`config.mk`:
```
export PLATFORM = sky130hd
export DESIGN_NAME = conv_layer_scheduler
export DESIGN_NICKNAME = d
export VERILOG_FILES = /design/src/rtl/conv_layer_pkg.sv /design/src/rtl/conv_tap_counter.sv /design/src/rtl/conv_layer_scheduler.sv
export SDC_FILE = /design/constraint.sdc
export NUM_CORES = 1
export LEC_CHECK = 0
export BUFFER_PORTS_ARGS = -buffer_cell sky130_fd_sc_hd__buf_2
export CAP_MARGIN = 20
export CORE_MARGIN = 2
export CORE_UTILIZATION = 49
export CTS_CLUSTER_SIZE = 10
export DETAILED_ROUTE_END_ITERATION = 16
export PLACE_DENSITY = 0.76
export SLEW_MARGIN = 20
export SYNTH_ARGS = -nofsm -noshare
export SYNTH_HDL_FRONTEND = slang
export SYNTH_SLANG_ARGS = --single-unit
```
`constraint.sdc`:
```
create_clock -name clk_i -period 2.8 [get_ports clk_i]
set_clock_uncertainty 0.15 [all_clocks]
set_input_delay 0.42 -clock clk_i [delete_from_list [all_inputs] [get_ports clk_i]]
set_output_delay 0.42 -clock clk_i [all_outputs]
set_load 0.01 [all_outputs]
```
`src/rtl/conv_layer_pkg.sv`:
```
// Shared constants, state encoding and tap-index helper for the 3x3 convolution layer.
package conv_layer_pkg;

  localparam int IMAGE_SIZE  = 8;
  localparam int KERNEL_SIZE = 3;
  localparam int ARRAY_SIZE  = IMAGE_SIZE - KERNEL_SIZE + 1;
  localparam int TAP_COUNT   = KERNEL_SIZE * KERNEL_SIZE;
  localparam int ADDR_WIDTH  = 6;
  localparam int WADDR_WIDTH = 4;
  localparam int KIDX_WIDTH  = 2;
  localparam int ROW_WIDTH   = 3;

  typedef enum logic [2:0] {
    ST_IDLE  = 3'd0,
    ST_LOAD  = 3'd1,
    ST_DRAIN = 3'd2,
    ST_OUT   = 3'd3,
    ST_DONE  = 3'd4
  } state_e;

  function automatic logic [WADDR_WIDTH-1:0] tap_index(input logic [KIDX_WIDTH-1:0] kr,
                                                       input logic [KIDX_WIDTH-1:0] kc);
    return WADDR_WIDTH'(kr) * WADDR_WIDTH'(KERNEL_SIZE) + WADDR_WIDTH'(kc);
  endfunction

endpackage

```
`src/rtl/conv_tap_counter.sv`:
```
// Nested row / kernel-row / kernel-column counter for the convolution schedule.
module conv_tap_counter
  import conv_layer_pkg::*;
(
  input  logic                  clk_i,
  input  logic                  rst_i,
  input  logic                  clear_i,
  input  logic                  step_i,
  input  logic                  row_inc_i,
  output logic [KIDX_WIDTH-1:0] kr_o,
  output logic [KIDX_WIDTH-1:0] kc_o,
  output logic [ROW_WIDTH-1:0]  row_o,
  output logic                  last_tap_o,
  output logic                  last_row_o
);

  logic [KIDX_WIDTH-1:0] kr_q, kr_d, kc_q, kc_d;
  logic [ROW_WIDTH-1:0]  row_q, row_d;

  localparam logic [KIDX_WIDTH-1:0] KMAX = KIDX_WIDTH'(KERNEL_SIZE - 1);
  localparam logic [ROW_WIDTH-1:0]  RMAX = ROW_WIDTH'(ARRAY_SIZE - 1);

  // Clear has priority over a row advance, which has priority over a tap step.
  always_comb begin
    kr_d  = kr_q;
    kc_d  = kc_q;
    row_d = row_q;
    if (clear_i) begin
      kr_d  = '0;
      kc_d  = '0;
      row_d = '0;
    end else if (row_inc_i) begin
      kr_d  = '0;
      kc_d  = '0;
      row_d = row_q + 1'b1;
    end else if (step_i) begin
      if (kc_q == KMAX) begin
        kc_d = '0;
        kr_d = (kr_q == KMAX) ? '0 : kr_q + 1'b1;
      end else begin
        kc_d = kc_q + 1'b1;
      end
    end
  end

  always_ff @(posedge clk_i) begin
    if (rst_i) begin
      kr_q  <= '0;
      kc_q  <= '0;
      row_q <= '0;
    end else begin
      kr_q  <= kr_d;
      kc_q  <= kc_d;
      row_q <= row_d;
    end
  end

  assign kr_o       = kr_q;
  assign kc_o       = kc_q;
  assign row_o      = row_q;
  assign last_tap_o = (kr_q == KMAX) && (kc_q == KMAX);
  assign last_row_o = (row_q == RMAX);

endmodule

```
`src/rtl/conv_layer_scheduler.sv`:
```
// Stallable sequencer issuing ROM addresses and accumulate controls for the 3x3 kernel array,
// presenting each finished output row on a valid/ready handshake.
module conv_layer_scheduler
  import conv_layer_pkg::*;
(
  input  logic                   clk_i,
  input  logic                   rst_i,
  input  logic                   start_i,
  input  logic                   enable_i,
  output logic [ADDR_WIDTH-1:0]  img_rom_addr_o,
  output logic [WADDR_WIDTH-1:0] weight_rom_addr_o,
  output logic                   acc_clr_o,
  output logic                   acc_en_o,
  output logic                   row_valid_o,
  input  logic                   row_ready_i,
  output logic [2:0]             row_idx_o,
  output logic                   busy_o,
  output logic                   done_o,
  output logic [2:0]             current_state_o
);

  state_e state_q, state_d;
  logic   acc_en_q, acc_en_d, acc_clr_q, acc_clr_d;
  logic   cnt_clear, cnt_step, cnt_row_inc;
  logic   last_tap, last_row;
  logic [KIDX_WIDTH-1:0] kr, kc;
  logic [ROW_WIDTH-1:0]  row;

  conv_tap_counter u_tap_counter (
    .clk_i      (clk_i),
    .rst_i      (rst_i),
    .clear_i    (cnt_clear),
    .step_i     (cnt_step),
    .row_inc_i  (cnt_row_inc),
    .kr_o       (kr),
    .kc_o       (kc),
    .row_o      (row),
    .last_tap_o (last_tap),
    .last_row_o (last_row)
  );

  always_comb begin
    state_d     = state_q;
    cnt_clear   = 1'b0;
    cnt_step    = 1'b0;
    cnt_row_inc = 1'b0;
    case (state_q)
      ST_IDLE: begin
        if (start_i) begin
          cnt_clear = 1'b1;
          state_d   = ST_LOAD;
        end
      end
      ST_LOAD: begin
        if (enable_i) begin
          cnt_step = 1'b1;
          if (last_tap) state_d = ST_DRAIN;
        end
      end
      ST_DRAIN: state_d = ST_OUT;
      ST_OUT: begin
        if (row_ready_i) begin
          if (last_row) begin
            state_d = ST_DONE;
          end else begin
            cnt_row_inc = 1'b1;
            state_d     = ST_LOAD;
          end
        end
      end
      ST_DONE: state_d = ST_IDLE;
      default: state_d = ST_IDLE;
    endcase
    // ROM data arrives one cycle after the tap is issued, so the accumulate strobes lag by one.
    acc_en_d  = cnt_step;
    acc_clr_d = cnt_step && (kr == '0) && (kc == '0);
  end

  always_ff @(posedge clk_i) begin
    if (rst_i) begin
      state_q   <= ST_IDLE;
      acc_en_q  <= 1'b0;
      acc_clr_q <= 1'b0;
    end else begin
      state_q   <= state_d;
      acc_en_q  <= acc_en_d;
      acc_clr_q <= acc_clr_d;
    end
  end

  always_comb begin
    img_rom_addr_o    = '0;
    weight_rom_addr_o = '0;
    if (state_q == ST_LOAD) begin
      img_rom_addr_o    = (ADDR_WIDTH'(row) + ADDR_WIDTH'(kr)) * ADDR_WIDTH'(IMAGE_SIZE)
                          + ADDR_WIDTH'(kc);
      weight_rom_addr_o = tap_index(kr, kc);
    end
  end

  assign acc_en_o        = acc_en_q;
  assign acc_clr_o       = acc_clr_q;
  assign row_valid_o     = (state_q == ST_OUT);
  assign row_idx_o       = (state_q == ST_OUT) ? row : 3'd0;
  assign busy_o          = (state_q != ST_IDLE);
  assign done_o          = (state_q == ST_DONE);
  assign current_state_o = state_q;

endmodule

```
==> results of run 1 <==
[state kept, by name, summed over array words and instances (netlist names)]
| signal | cells |
|---|---|
| u_tap_counter.kc_o | 2 |
| current_state_o | 3 |
| u_tap_counter.row_o | 3 |
| acc_en_o | 1 |
| acc_clr_o | 1 |
| u_tap_counter.kr_o | 2 |
[power groups by stage]
stage / logic (mW) / clock network (mW) / registers, mW
after floorplan: 0.0221 / 0 / 0.180
after global placement: 0.0311 / 0 / 0.181
after detailed placement: 0.0318 / 0 / 0.181
after CTS: 0.0320 / 0.141 / 0.177
after global routing: 0.0359 / 0.149 / 0.178
final: 0.0320 / 0.136 / 0.177
[worst max path at each step]
stage | cells after the start | slack, ps | endpoint | from
6_report | 5 | 130 | weight_rom_addr_o[2] | u_tap_counter.kr_o[0]
5_1_grt | 5 | 40 | weight_rom_addr_o[2] | u_tap_counter.kc_o[1]
4_1_cts | 5 | 100 | weight_rom_addr_o[2] | u_tap_counter.kc_o[1]
3_5_place_dp | 5 | 400 | weight_rom_addr_o[2] | u_tap_counter.kc_o[1]
3_3_place_gp | 5 | 460 | weight_rom_addr_o[2] | u_tap_counter.kc_o[1]
2_1_floorplan | 4 | 560 | weight_rom_addr_o[2] | u_tap_counter.kr_o[1]
[per-stage QoR]
step	cell area, um^2	utilization [%]	instances
2_1_floorplan	850	-	95
3_3_place_gp	962	57.6	132
3_5_place_dp	962	57.6	132
4_1_cts	998	59.8	136
5_1_grt	998	59.8	136
6_report	998	59.8	136
[routing by layer]
| metal | part of all wire (%) | routed length (um) | vias up | track usage (%) |
|---|---|---|---|---|
| met4 | 0.45 | 8 | 0 | 3.53 |
| met2 | 49 | 870 | 19 | 32.4 |
| met3 | 5.0 | 89 | 2 | 3.57 |
| met5 | 0 | 0 | - | 0 |
| li1 | - | - | 387 | - |
| met1 | 45 | 795 | 358 | 26.0 |
[critical path, stage by stage (launching register included)]
cell and delay (ps):
dfxtp_1 460, fa_1 440, ha_1 230, fa_1 480, and2_1 110, buf_2 120
[final cells by class]
cell class / instances / area, um^2
Fill cell: 157 / 672
Multi-Input combinational cell: 70 / 547
Sequential cell: 12 / 240
Timing Repair Buffer: 24 / 120
Clock buffer: 4 / 36.3
Inverter: 9 / 33.8
Tap cell: 17 / 21.3
[cell families (layout without fill, tap and decap cells)]
logic type                 Yosys count  after routing  share of synthesized area, %
other                                1              1                         0.441
buffers and inverters               13             37                          7.36
and+or+nand+nor                     35             35                          26.4
xor gates and xnor gates             1              1                          1.03
AOI/OAI and AO/OA                   21             21                          16.2
adders and majority gates           12             12                          20.3
DFF                                 12             12                          28.3
[cell usage in the layout (no fill, tap or decap), types with 2 or more instances in the layout]
cell,n
nor2_1,3
inv_1,9
clkbuf_4,3
o21ai_0,5
ha_1,9
nor3b_1,2
dfxtp_1,12
nand3_1,3
nor3_1,6
or4_1,2
buf_2,24
and2_1,9
a21oi_1,7
fa_1,3
==> results.yml, run 1 <==
status:
  status: "finished, final reports clean"
clock_tree:
  numCtsBuffers: 3
  cts_num_sinks: 12
  cts_tree: "done"
  htreeDepth: 1
  cts_hold_buf: 0
  clock_latency_ps: 270
  post_cts_buffers: 0
  clockBufferDepth: 2
  path_clk_slew_ps: 80
  root_buffer: "clkbuf_4"
  cts_resized: 0
die:
  dieWidth_um: 45.6
  dieArea_um2: 2080
  die_y_um: 45.6
  num_rows: 15
  ios: 26
  initial_core_util_pct: 50.9
  core_area_um2: 1670
yosys:
  ys_types: 36
  syn_avg_cell_area_um2: 8.94
  synth_fp_nets: 112
  ys_warn_count: 0
  synth.ff_latch_count: 12
  synth_cells: 95
  yosys.area.top_type: "dfxtp_1"
  synthMostInstantiatedCell: "dfxtp_1"
  synthTopCellsByArea: "dfxtp_1 (28%), ha_1 (13%), fa_1 (7.1%), and2_1 (6.6%), a21oi_1 (4.1%)"
  synth_ff_type: "dfxtp_1"
  ys_async_sr_fraction_pct: 0
  synth-edff-count: 0
  synth_top_area_share_pct: 28.3
  synth.top_cells.by_count: "dfxtp_1 (12), and2_1 (9), ha_1 (9), inv_1 (9), a21oi_1 (7)"
  netlist_area_um2: 850
  seq_area_frac_synth_pct: 28.3
placement:
  gp_congestion: 0.735
  pre_cts_ws_ps: 403
  io_buffers: 24
  dpl.hpwl_mm: 1.36
power:
  power_mw: 0.345
  leakage_nw: 0.469
  power.density_nw_per_um2: 346
  p_sw_share_pct: 23.2
  switchingPower_mw: 0.0802
  combPwrFrac_pct: 9.3
  intPower_mw: 0.265
  ir_worst_vdd_v: 0.000210
  p_seq_share_pct: 51.3
  power_frac_clock_pct: 39.4
global_routing:
  overflow: 0
  grt_start_max_net_pins: 13
  grt_pass1_wl_mm: 2.97
  antenna_found_initial: 0
  gr-usage-all-layers_pct: 19.4
  grt_pass1_vias: 683
sta:
  final.min_clock_period_ps: 2670
  fmax_mhz: 374
  finalCritPeriodShare_pct: 95.5
  setup_ws_ps: 126
  hold_slack_ps: 270
  final_max_slew_viol_count: 0
  setup_viol: 0
  hold_violations: 0
  slew_headroom_pct: 51.8
  setup_tns_ps: 0
  rsz0062_at_grt: "false"
  worst_pin_slew_ps: 722
routing:
  wl_mm: 1.76
  post_drt_via_cell_ratio: 5.63
  dr.pass1.iters: 4
  vias: 766
  wl_per_cell_um: 13.0
  drt_iter0_drc: 14
  ant_nets: 0
  drc: 0
worst_setup_path:
  cp_data_required_time_ps: 2230
  arrival_ps: 2100
  ff2ff_path_depth: 3
  cp_max_fo: 6
  timing.rr.end: "u_tap_counter.kc_o[0]"
  critPathKind: "register to primary output"
  critPathLaunchType: "register"
  r2r_slack_ps: 990
  r2r-start: "current_state_o[0]"
  cp-end-kind: "primary output"
worst_hold_path:
  min_to: "acc_clr_o"
  hold_depth: 2
  min_from: "rst_i"
  min_path_type: "input port to register"
layout:
  diodes: 0
  drive_above_1_share_pct: 26.1
  syn_to_final_growth_pct: 17.5
  nets: 137
run:
  maxCapViolations: 0
No activity file was read; power rests on OpenSTA's default activity.
==> inputs of run 2 (changes only) <==
Settings changed: PLACE_DENSITY 0.76 to 0.82.
==> results.yml, run 2 (synthesis results as in run 1) <==
sta:
  final_max_slew_viol_count: 0
  rsz0062_at_grt: "false"
  fmax_mhz: 377
  final.min_clock_period_ps: 2660
  finalCritPeriodShare_pct: 94.9
  slew_headroom_pct: 57.0
  setup_ws_ps: 144
  setup_tns_ps: 0
  hold_violations: 0
  worst_pin_slew_ps: 644
  hold_slack_ps: 256
  setup_viol: 0
worst_setup_path:
  max_stage_delay_ps: 470
  cp-end-kind: "primary output"
  cp_max_fo: 5
  critPathKind: "register to primary output"
  arrival_ps: 2090
  r2r-start: "current_state_o[0]"
  path_buf_inv: 1
  worstSetupPathDepth: 5
  cpMaxStageDelayCell: "fa_1"
  path_cells: "fa_1, ha_1, fa_1, and2_1, buf_2"
  ff2ff_path_depth: 3
  cp_data_required_time_ps: 2230
  startpoint: "u_tap_counter.kr_o[1]"
  cp_top_family: "adder cells"
  cpMostUsedCell: "fa_1"
  critPathLaunchType: "register"
global_routing:
  grt_pass1_vias: 648
  grt_pass1_wl_mm: 2.76
  met1_usage_pct: 22.6
  met3_usage_pct: 4.76
  gr-usage-all-layers_pct: 18.4
  overflow: 0
  top_usage_layer: "met2"
  grt_start_max_net_pins: 13
  grtUsageMet2_pct: 31.3
  antenna_found_initial: 0
clock_tree:
  clockBufferDepth: 2
  post_cts_buffers: 0
  path_clk_slew_ps: 80
  numCtsBuffers: 3
  cts_resized: 0
  clock_latency_ps: 270
  cts_hold_buf: 0
  root_buffer: "clkbuf_4"
  htreeDepth: 1
  cts_tree: "done"
  cts_num_sinks: 12
layout:
  drive_above_1_share_pct: 26.1
  syn_to_final_growth_pct: 17.5
  final_cell_mix: "buf_2 (24), dfxtp_1 (12), inv_1 (9), and2_1 (9), ha_1 (9)"
  design_area_um2: 998
  nets: 137
  n_fill_cell: 155
  stdcell_count: 136
  final_common_cell: "buf_2"
  diodes: 0
die:
  initial_core_util_pct: 50.9
  core_area_um2: 1670
  dieWidth_um: 45.6
  ios: 26
  num_rows: 15
  dieArea_um2: 2080
  die_y_um: 45.6
placement:
  pre_cts_ws_ps: 419
  dpl.hpwl_mm: 1.33
  dp.cells: 132
  io_buffers: 24
  gp_congestion: 0.767
  post_dp_cell_area_um2: 962
worst_hold_path:
  min_from: "rst_i"
  hold_depth: 2
  min_path_type: "input port to register"
routing:
  wl_per_cell_um: 12.2
  ant_nets: 0
  drt_iter0_drc: 17
  drc: 0
  vias: 748
  wl_mm: 1.66
  dr.pass1.iters: 4
  post_drt_via_cell_ratio: 5.50
run:
  maxCapViolations: 0
power:
  leakage_nw: 0.469
  ir_worst_vdd_v: 0.000175
  power.density_nw_per_um2: 346
status:
  status: "finished, final reports clean"
run 2: cell counts in the layout (fill, tap and decap cells not counted):
Identical to the previous run, type by type.
run 2: area by class of cell:
cell class	instances	area [um^2]	share of cell area, %
Timing Repair Buffer	24	120	12.0
Inverter	9	33.8	3.38
Multi-Input combinational cell	70	547	54.8
Sequential cell	12	240	24.1
Clock buffer	4	36.3	3.63
Tap cell	17	21.3	2.13
run 2: stage by stage:
step                utilization, %  power [mW]
CTS                           59.8       0.349
global route                  59.8       0.362
detailed placement            57.6       0.213
floorplan                        -       0.202
finish                        59.8       0.346
global placement              57.6       0.212
run 2: worst reg2reg max path, stage by stage, from the launching register on:
cell	delay [ps]
dfxtp_1	510
or3b_1	500
or4_1	430
a21oi_1	120
run 2: path summary, 6_finish.rpt:
path	endpoint	slack, ps
max	weight_rom_addr_o[2]	140
min	acc_clr_o	260
max reg2reg	u_tap_counter.kc_o[0]	1040
min reg2reg	u_tap_counter.row_o[0]	410
run 2: report_power, final:
part	switching (mW)	total (mW)	leakage (nW)	internal [mW]
Combinational	0.0184	0.0314	0.351	0.0130
Clock	0.0584	0.137	0.0210	0.0790
Sequential	0.00388	0.177	0.0973	0.173
Total	0.0806	0.346	0.469	0.265
run 2: layer usage:
layer	wire (um)	part of all wire, %
met1	743	45
met2	809	49
met3	89	5.4
met4	19	1.1
met5	0	0
==> inputs of run 3 (changes only) <==
Settings changed: CORE_UTILIZATION 49 to 52, CTS_BUF_LIST set to sky130_fd_sc_hd__clkbuf_4, PLACE_DENSITY 0.82 to 0.86.
==> results.yml, run 3 (synthesis results as in run 1) <==
placement:
  io_buffers: 24
  dpl.hpwl_mm: 1.41
  dp.cells: 131
  gp_congestion: 0.848
sta:
  final_max_slew_viol_count: 0
  rsz0062_at_grt: "false"
  setup_viol: 0
  hold_violations: 0
  slew_headroom_pct: 50.2
  worst_pin_slew_ps: 745
  fmax_mhz: 374
  finalCritPeriodShare_pct: 95.5
  setup_tns_ps: 0
  final.min_clock_period_ps: 2670
routing:
  dr.pass1.iters: 4
  post_drt_via_cell_ratio: 5.84
  wl_met2_um: 833
  wl_per_cell_um: 13.7
  wl_met3_um: 142
  m1WireLength_um: 808
  ant_nets: 0
  vias: 789
  drc: 0
  top_layer: "met4"
  wl_mm: 1.84
  drt_iter0_drc: 30
worst_setup_path:
  critical_path.endpoint: "weight_rom_addr_o[2]"
  r2r_slack_ps: 1020
  path_cells: "fa_1, ha_1, fa_1, and2_1, buf_2"
  cp-end-kind: "primary output"
  cpMostUsedCell: "fa_1"
  ff2ff_path_depth: 3
  critPathLaunchType: "register"
  critPathKind: "register to primary output"
  r2r-start: "current_state_o[0]"
  cpMaxStageDelayCell: "fa_1"
  arrival_ps: 2100
  max_stage_delay_ps: 470
  startpoint: "u_tap_counter.kr_o[1]"
  cp_data_required_time_ps: 2230
  cp_max_fo: 5
  timing.rr.end: "u_tap_counter.kc_o[0]"
layout:
  syn_to_final_growth_pct: 16.2
  diodes: 0
  stdcell_count: 135
  drive_above_1_share_pct: 25.2
  final_cell_mix: "buf_2 (24), dfxtp_1 (12), inv_1 (9), and2_1 (9), ha_1 (9)"
  final_common_cell: "buf_2"
  nets: 137
clock_tree:
  cts_hold_buf: 0
  numCtsBuffers: 3
  cts_tree: "done"
  path_clk_slew_ps: 80
  cts_num_sinks: 12
  htreeDepth: 1
  cts_resized: 0
  clockBufferDepth: 2
  root_buffer: "clkbuf_4"
  post_cts_buffers: 0
  clock_latency_ps: 290
worst_hold_path:
  min_path_type: "input port to register"
run:
  maxCapViolations: 0
global_routing:
  gr-usage-all-layers_pct: 20.8
  grt_pass1_vias: 740
  grt_start_max_net_pins: 13
  grt_pass1_wl_mm: 2.94
  overflow: 0
  antenna_found_initial: 0
status:
  status: "finished, final reports clean"
power:
  power_mw: 0.328
  leakage_nw: 0.463
  power.density_nw_per_um2: 332
  ir_worst_vdd_v: 0.000228
die:
  initial_core_util_pct: 55.7
  die_y_um: 44.4
  dieWidth_um: 44.4
  ios: 26
  core_area_um2: 1520
  num_rows: 14
  dieArea_um2: 1970
run 3: where the power goes:
group / internal (mW) / switching [mW]
clock: 0.0519 / 0.0657
sequential: 0.173 / 0.00438
combinational: 0.0130 / 0.0195
total: 0.238 / 0.0896
run 3: worst max-delay path: cells and delay by family (launching register included):
kind | cells | cell delay (ps)
fa+ha+maj | 3 | 1140
flops | 1 | 450
buf+inv | 1 | 120
simple gates | 1 | 110
run 3: worst min path at each step:
| stage | startpoint | endpoint | slack (ps) | cells after the start |
|---|---|---|---|---|
| floorplan | rst_i | acc_clr_o | 350 | 1 |
| global placement | u_tap_counter.row_o[1] | u_tap_counter.row_o[1] | 370 | 2 |
| detailed placement | u_tap_counter.row_o[1] | u_tap_counter.row_o[1] | 380 | 2 |
| CTS | rst_i | current_state_o[2] | 260 | 2 |
| global route | rst_i | current_state_o[2] | 270 | 2 |
| finish | rst_i | current_state_o[2] | 250 | 2 |
run 3: stage by stage:
| stage | hold WS (ps) | util, % | setup WS (ps) | instance area, um^2 |
|---|---|---|---|---|
| floorplan | 346 | - | 556 | 850 |
| global placement | 375 | 63.1 | 468 | 961 |
| detailed placement | 384 | 63.1 | 427 | 961 |
| CTS | 257 | 64.8 | 123 | 987 |
| global route | 265 | 64.8 | 43.1 | 987 |
| finish | 255 | 64.8 | 126 | 987 |
run 3: cell type report:
cell class,count,area [um^2]
clock inverter,1,3.75
tap,16,20.0
timing repair buffer,24,120
sequential,12,240
fill,126,537
clock buffer,3,22.5
inverter,9,33.8
multi-input combinational,70,547
run 3: layer usage:
layer / track usage [%] / vias to the layer above
met2: 32.4 / 35
met4: 13.3 / 0
li1: - / 385
met3: 5.71 / 11
met1: 25.3 / 358
met5: 0 / -
